===== src/rtl/bv_match_if.sv =====
// Segment stream in from the bit-vector AND stage and the match result out
// to the action-lookup stage.
interface bv_match_if #(
    parameter int SEG_W = 36,
    parameter int IDX_W = 9
);
    logic             bv_in_valid;
    logic             bv_in_first;
    logic [SEG_W-1:0] bv_in;
    logic             match_valid;
    logic             match_hit;
    logic [IDX_W-1:0] match_index;
    logic             seq_err;

    modport slave (
        input  bv_in_valid,
        input  bv_in_first,
        input  bv_in,
        output match_valid,
        output match_hit,
        output match_index,
        output seq_err
    );

    modport master (
        output bv_in_valid,
        output bv_in_first,
        output bv_in,
        input  match_valid,
        input  match_hit,
        input  match_index,
        input  seq_err
    );
endinterface


===== src/rtl/bv_match_encoder.sv =====
// Resolves the lowest-numbered matching rule from a stream of SEG_NUM
// bit-vector segments and emits one hit/index result per lookup.
module bv_match_encoder #(
    parameter int SEG_W   = 36,
    parameter int SEG_NUM = 8,
    parameter int IDX_W   = 9
) (
    input  logic         clk,
    input  logic         reset,
    bv_match_if.slave    bus
);
    localparam int POS_W = $clog2(SEG_W);
    localparam int CNT_W = $clog2(SEG_NUM);

    typedef enum logic {
        ST_IDLE,
        ST_ACCUM
    } state_t;

    logic             r_s1_valid;
    logic             r_s1_first;
    logic             r_s1_any;
    logic [POS_W-1:0] r_s1_pos;
    logic [POS_W-1:0] w_pos;

    state_t           r_state;
    state_t           w_state_next;
    logic [CNT_W-1:0] r_seg_cnt;
    logic [CNT_W-1:0] w_seg_cnt_next;
    logic             r_found;
    logic             w_found_next;
    logic [IDX_W-1:0] r_acc_idx;
    logic [IDX_W-1:0] w_acc_idx_next;

    logic             r_match_valid;
    logic             w_match_valid_next;
    logic             r_match_hit;
    logic             w_match_hit_next;
    logic [IDX_W-1:0] r_match_index;
    logic [IDX_W-1:0] w_match_index_next;
    logic             r_seq_err;
    logic             w_seq_err_next;

    logic [IDX_W-1:0] w_cand_idx;
    logic             w_fin_found;
    logic [IDX_W-1:0] w_fin_idx;

    // Scan from the top down so the lowest set bit wins.
    always_comb begin
        w_pos = '0;
        for (int i = SEG_W - 1; i >= 0; i--) begin
            if (bus.bv_in[i]) begin
                w_pos = POS_W'(i);
            end
        end
    end

    always_ff @(posedge clk) begin
        if (reset) begin
            r_s1_valid <= 1'b0;
            r_s1_first <= 1'b0;
            r_s1_any   <= 1'b0;
            r_s1_pos   <= '0;
        end else begin
            r_s1_valid <= bus.bv_in_valid;
            if (bus.bv_in_valid) begin
                r_s1_first <= bus.bv_in_first;
                r_s1_any   <= |bus.bv_in;
                r_s1_pos   <= w_pos;
            end
        end
    end

    assign w_cand_idx  = IDX_W'(r_seg_cnt) * IDX_W'(SEG_W) + IDX_W'(r_s1_pos);
    assign w_fin_found = r_found | r_s1_any;
    assign w_fin_idx   = r_found ? r_acc_idx : (r_s1_any ? w_cand_idx : '0);

    always_comb begin
        w_state_next       = r_state;
        w_seg_cnt_next     = r_seg_cnt;
        w_found_next       = r_found;
        w_acc_idx_next     = r_acc_idx;
        w_match_valid_next = 1'b0;
        w_match_hit_next   = r_match_hit;
        w_match_index_next = r_match_index;
        w_seq_err_next     = 1'b0;

        if (r_s1_valid) begin
            if (r_s1_first) begin
                // A first segment always opens a new lookup; in ACCUM the partial one is dropped.
                w_seq_err_next = (r_state == ST_ACCUM);
                w_found_next   = r_s1_any;
                w_acc_idx_next = r_s1_any ? IDX_W'(r_s1_pos) : '0;
                w_seg_cnt_next = CNT_W'(1);
                w_state_next   = ST_ACCUM;
            end else if (r_state == ST_IDLE) begin
                w_seq_err_next = 1'b1;
            end else begin
                w_found_next   = w_fin_found;
                w_acc_idx_next = w_fin_idx;
                if (r_seg_cnt == CNT_W'(SEG_NUM - 1)) begin
                    w_match_valid_next = 1'b1;
                    w_match_hit_next   = w_fin_found;
                    w_match_index_next = w_fin_idx;
                    w_seg_cnt_next     = '0;
                    w_found_next       = 1'b0;
                    w_acc_idx_next     = '0;
                    w_state_next       = ST_IDLE;
                end else begin
                    w_seg_cnt_next = r_seg_cnt + CNT_W'(1);
                end
            end
        end
    end

    always_ff @(posedge clk) begin
        if (reset) begin
            r_state       <= ST_IDLE;
            r_seg_cnt     <= '0;
            r_found       <= 1'b0;
            r_acc_idx     <= '0;
            r_match_valid <= 1'b0;
            r_match_hit   <= 1'b0;
            r_match_index <= '0;
            r_seq_err     <= 1'b0;
        end else begin
            r_state       <= w_state_next;
            r_seg_cnt     <= w_seg_cnt_next;
            r_found       <= w_found_next;
            r_acc_idx     <= w_acc_idx_next;
            r_match_valid <= w_match_valid_next;
            r_match_hit   <= w_match_hit_next;
            r_match_index <= w_match_index_next;
            r_seq_err     <= w_seq_err_next;
        end
    end

    assign bus.match_valid = r_match_valid;
    assign bus.match_hit   = r_match_hit;
    assign bus.match_index = r_match_index;
    assign bus.seq_err     = r_seq_err;

endmodule


===== src/flat_wrapper.sv =====
// flat-port wrapper written by rule: the top's interface ports become plain ports
module bv_match_encoder_flat 
#(
    parameter int SEG_W   = 36,
    parameter int SEG_NUM = 8,
    parameter int IDX_W   = 9
)
  (clk, reset, bus_bv_in_valid, bus_bv_in_first, bus_bv_in, bus_match_valid, bus_match_hit, bus_match_index, bus_seq_err);
  bv_match_if #(.SEG_W(SEG_W), .IDX_W(IDX_W)) bus_i ();
  input  logic clk;
  input  logic reset;
  input wire logic [$bits(bus_i.bv_in_valid)-1:0] bus_bv_in_valid;
  input wire logic [$bits(bus_i.bv_in_first)-1:0] bus_bv_in_first;
  input wire logic [$bits(bus_i.bv_in)-1:0] bus_bv_in;
  output wire logic [$bits(bus_i.match_valid)-1:0] bus_match_valid;
  output wire logic [$bits(bus_i.match_hit)-1:0] bus_match_hit;
  output wire logic [$bits(bus_i.match_index)-1:0] bus_match_index;
  output wire logic [$bits(bus_i.seq_err)-1:0] bus_seq_err;
  assign bus_i.bv_in_valid = bus_bv_in_valid;
  assign bus_i.bv_in_first = bus_bv_in_first;
  assign bus_i.bv_in = bus_bv_in;
  assign bus_match_valid = bus_i.match_valid;
  assign bus_match_hit = bus_i.match_hit;
  assign bus_match_index = bus_i.match_index;
  assign bus_seq_err = bus_i.seq_err;
  bv_match_encoder #(.SEG_W(SEG_W), .SEG_NUM(SEG_NUM), .IDX_W(IDX_W)) u_core (.clk(clk), .reset(reset), .bus(bus_i));
endmodule

===== config.mk =====
export PLATFORM = sky130hd
export DESIGN_NAME = bv_match_encoder_flat
export DESIGN_NICKNAME = d
export VERILOG_FILES = /design/src/rtl/bv_match_if.sv /design/src/rtl/bv_match_encoder.sv /design/src/flat_wrapper.sv
export SDC_FILE = /design/constraint.sdc
export NUM_CORES = 1
export LEC_CHECK = 0
export ABC_AREA = 1
export ABC_CLOCK_PERIOD_IN_PS = 2800
export BUFFER_PORTS_ARGS = -buffer_cell sky130_fd_sc_hd__buf_2
export CAP_MARGIN = 20
export CORE_UTILIZATION = 40
export CTS_CLUSTER_SIZE = 16
export DETAILED_ROUTE_END_ITERATION = 16
export PLACE_DENSITY = 0.67
export SKIP_LAST_GASP = 1
export SLEW_MARGIN = 20
export SYNTH_ARGS = -nofsm -noshare
export SYNTH_HDL_FRONTEND = slang
export SYNTH_SLANG_ARGS = --single-unit

===== constraint.sdc =====
create_clock -name clk -period 2.8 [get_ports clk]
set_clock_uncertainty 0.1 [all_clocks]
set_input_delay 0.42 -clock clk [delete_from_list [all_inputs] [get_ports clk]]
set_output_delay 0.42 -clock clk [all_outputs]
set_load 0.05 [all_outputs]

==> results.yml <==
status:
  run_status: "finished, final reports clean"
critical_path:
  rr_worst_depth: 10
  cp.arrival_ns: 2.23
  timing.critical_path.mode_cell: "nand2_1"
  slowest_delay_ns: 0.10
  crit_type: "primary input to flip-flop"
  worst_setup_path_end_kind: "flip-flop"
  capturing_point_of_the_worst_reg2reg_path: "u_core.bus.match_index[6]$_SDFFE_PP0P_"
  rr_startpoint: "u_core.r_seg_cnt[1]$_SDFFE_PP0P_"
  timing.critical_path.fanout_max: 2
  required_time_of_the_critical_path_ns: 2.92
  cp_slowest_cell: "buf_2"
  regToRegSetupSlack_ns: 0.79
  startpoint_type_of_the_worst_setup_path: "primary input"
grt:
  grt_util_all_layers_pct: 18.4
  grt_antenna_before_repair: 0
  grt_pass1_wl_um: 7630
  number_of_global_route_vias_before_repair: 1779
  global_route.overflow_total: 0
  grt_max_degree: 26
synth:
  syn_area_sq_um: 2040
  synthCells: 331
  synth_area_leaders: "dfxtp_1, nand2_1, inv_1"
  synthDominantAreaCellType: "dfxtp_1"
  syn_nets: 379
  yosys_warnings: 0
  total_of_flip_flops_plus_latches_after_synthesis: 35
  postSynthAreaPerCell_sq_um: 6.17
  synth_cell_type_count: 27
  yosys.area.top_type_share_pct: 34.3
  seq_area_frac_synth_pct: 34.3
timing:
  worst_slack_ns: 0.691
  final.setup.tns_ns: 0
  timing.max_slew.rel_slack_pct: 66.4
  finalMaxSlewViolations: 0
  timing.final.setup_violations: 0
  maxClockFrequency_mhz: 474
  min_period_over_period_pct: 75.3
  report.final.hold_viol_count: 0
  minimum_clock_period_ns: 2.11
  tightestPinTransition_ns: 0.503
  rsz0062_at_grt: "no"
clock_tree:
  holdBufCountCts: 0
  h-tree-depth: 2
  post-cts-setup-buffer-count: 0
  clkTransAtPathRegs_ns: 0.06
  clk_root_buffer_cell: "clkbuf_8"
  cts_inserted_buffers: 5
  post_cts_resized: 0
  cts_tree: "done"
  clock_latency_ns: 0.29
  tritoncts_num_sinks: 35
  cts_max_path_buffers: 2
routing:
  wl_um: 4560
  dr_total_vias: 2080
  via_per_inst: 4.61
  drt-wirelength-per-cell_um: 10.1
  initial_drt_pass_iterations: 4
  route.antenna.remaining_nets: 0
  drc: 0
  drt_iter0_drc: 121
pwr:
  fin_total_pwr_uw: 992
  power.static_leakage_uw: 0.00126
  power_per_cell_area_nw_per_um2: 405
  vdd_ir_drop_max_v: 0.000169
place:
  buffer_ports.inserted: 51
  placed_cell_area_sq_um: 2370
  detail_placement_hpwl_um: 3460
  pre_cts_ws_ns: 0.376
  placed_cells: 443
  place.gp.congestion: 0.837
floorplanning:
  die_y_um: 73.4
  coreArea_sq_um: 4820
  chipWidth_um: 73.4
  io_pins: 52
  core.rowCount: 25
  design.die.area_sq_um: 5390
  start_util_pct: 42.4
hold_path:
  holdPathStages: 4
  timing.hold.worst.start: "bus_bv_in[0]"
  min-delay-path-class: "primary input to flip-flop"
  hold_end: "u_core.r_s1_pos[0]$_SDFFE_PP0P_"
cells_and_area:
  finish.instance_area_sq_um: 2450
  final_layout_size_suffix_gt1_share_pct: 18.2
  layout.cells.most_common_list: "nand2_1, buf_2, inv_1"
  mostFrequentLayoutCell: "nand2_1"
  number_of_nets_in_the_final_layout: 431
  synthToLayoutAreaGrowth_pct: 20.0
  post_layout_nonfiller_instances: 451
  antenna_cells_inserted: 0
job:
  cap_violations: 0
## state kept, by name, indices dropped and copies added, names as in the netlist
name	count
u_core.r_s1_valid	1
u_core.r_s1_first	1
u_core.r_state	1
u_core.bus.match_index	9
u_core.r_found	1
u_core.bus.match_hit	1
u_core.r_seg_cnt	3
u_core.bus.match_valid	1
u_core.bus.seq_err	1
u_core.r_acc_idx	9
u_core.r_s1_any	1
u_core.r_s1_pos	6
## synthesized netlist by cell type (all sizes together)
cell and number:
a22oi 4, dfxtp 35, nand2 101, nand3 9, nor4 1, clkbuf 9
a2111oi 1, o31ai 2, nor2 47, o211ai 2, inv 56, a21oi 20
fa 1, ha 7, a32o 1, a31oi 8, a211oi 1, or2 1
nor3 4, a221oi 1, a21boi 1, o21ai 18, nand4 1
## worst max-delay path: cells and delay by family
| family | cells | cell delay [ns] |
|---|---|---|
| AND/OR/NAND/NOR | 35 | 1.58 |
| buffers and inverters | 2 | 0.14 |
| AO/OA/AOI/OAI | 1 | 0.10 |
## cell families after synthesis
kind of cell             count (synthesis)  synth area share [%]
AO/OA/AOI/OAI                           59                  17.0
adder cells (fa/ha/maj)                  8                  5.27
buffers and inverters                   65                  12.0
flip-flops                              35                  34.3
AND/OR/NAND/NOR                        164                  31.5
## per-stage QoR
stage	hold slack, ns	util (%)
floorplan	0.334	-
global placement	0.348	49.2
detailed placement	0.348	49.2
CTS	0.303	50.9
global route	0.321	50.9
finish	0.308	50.9
## metal layers
metal	vias up	GRT usage, %	routed length, um
li1	1144	-	-
met1	887	23.5	2280
met2	40	30.3	2040
met3	9	4.12	144
met4	0	6.62	93
met5	-	0	0
## power breakdown
group	leakage, uW	switching, uW	internal, uW
clock	0.0000422	179	174
sequential	0.000283	9.96	506
combinational	0.000932	73.0	50.0
total	0.00126	262	730
## worst max path at each step
stage,startpoint,endpoint,slack (ns),cells past startpoint
2_1_floorplan,bus_bv_in[34],u_core.r_s1_pos[0]$_SDFFE_PP0P_,0.62,37
3_3_place_gp,bus_bv_in[33],u_core.r_s1_pos[0]$_SDFFE_PP0P_,0.41,37
3_5_place_dp,bus_bv_in[34],u_core.r_s1_pos[0]$_SDFFE_PP0P_,0.38,38
4_1_cts,bus_bv_in[34],u_core.r_s1_pos[0]$_SDFFE_PP0P_,0.68,38
5_1_grt,bus_bv_in[34],u_core.r_s1_pos[0]$_SDFFE_PP0P_,0.36,38
6_report,bus_bv_in[34],u_core.r_s1_pos[0]$_SDFFE_PP0P_,0.69,38
## layout make-up
class                   instances  area (sq um)
fillers                       535          2370
multi-input cells             231          1100
flip-flops and latches         35           701
repair buffers                 54           278
inverters                      56           210
well taps                      67          83.8
clock buffers                   7          76.3
clock inverters                 1          5.00
No activity file was read; power rests on OpenSTA's default activity.
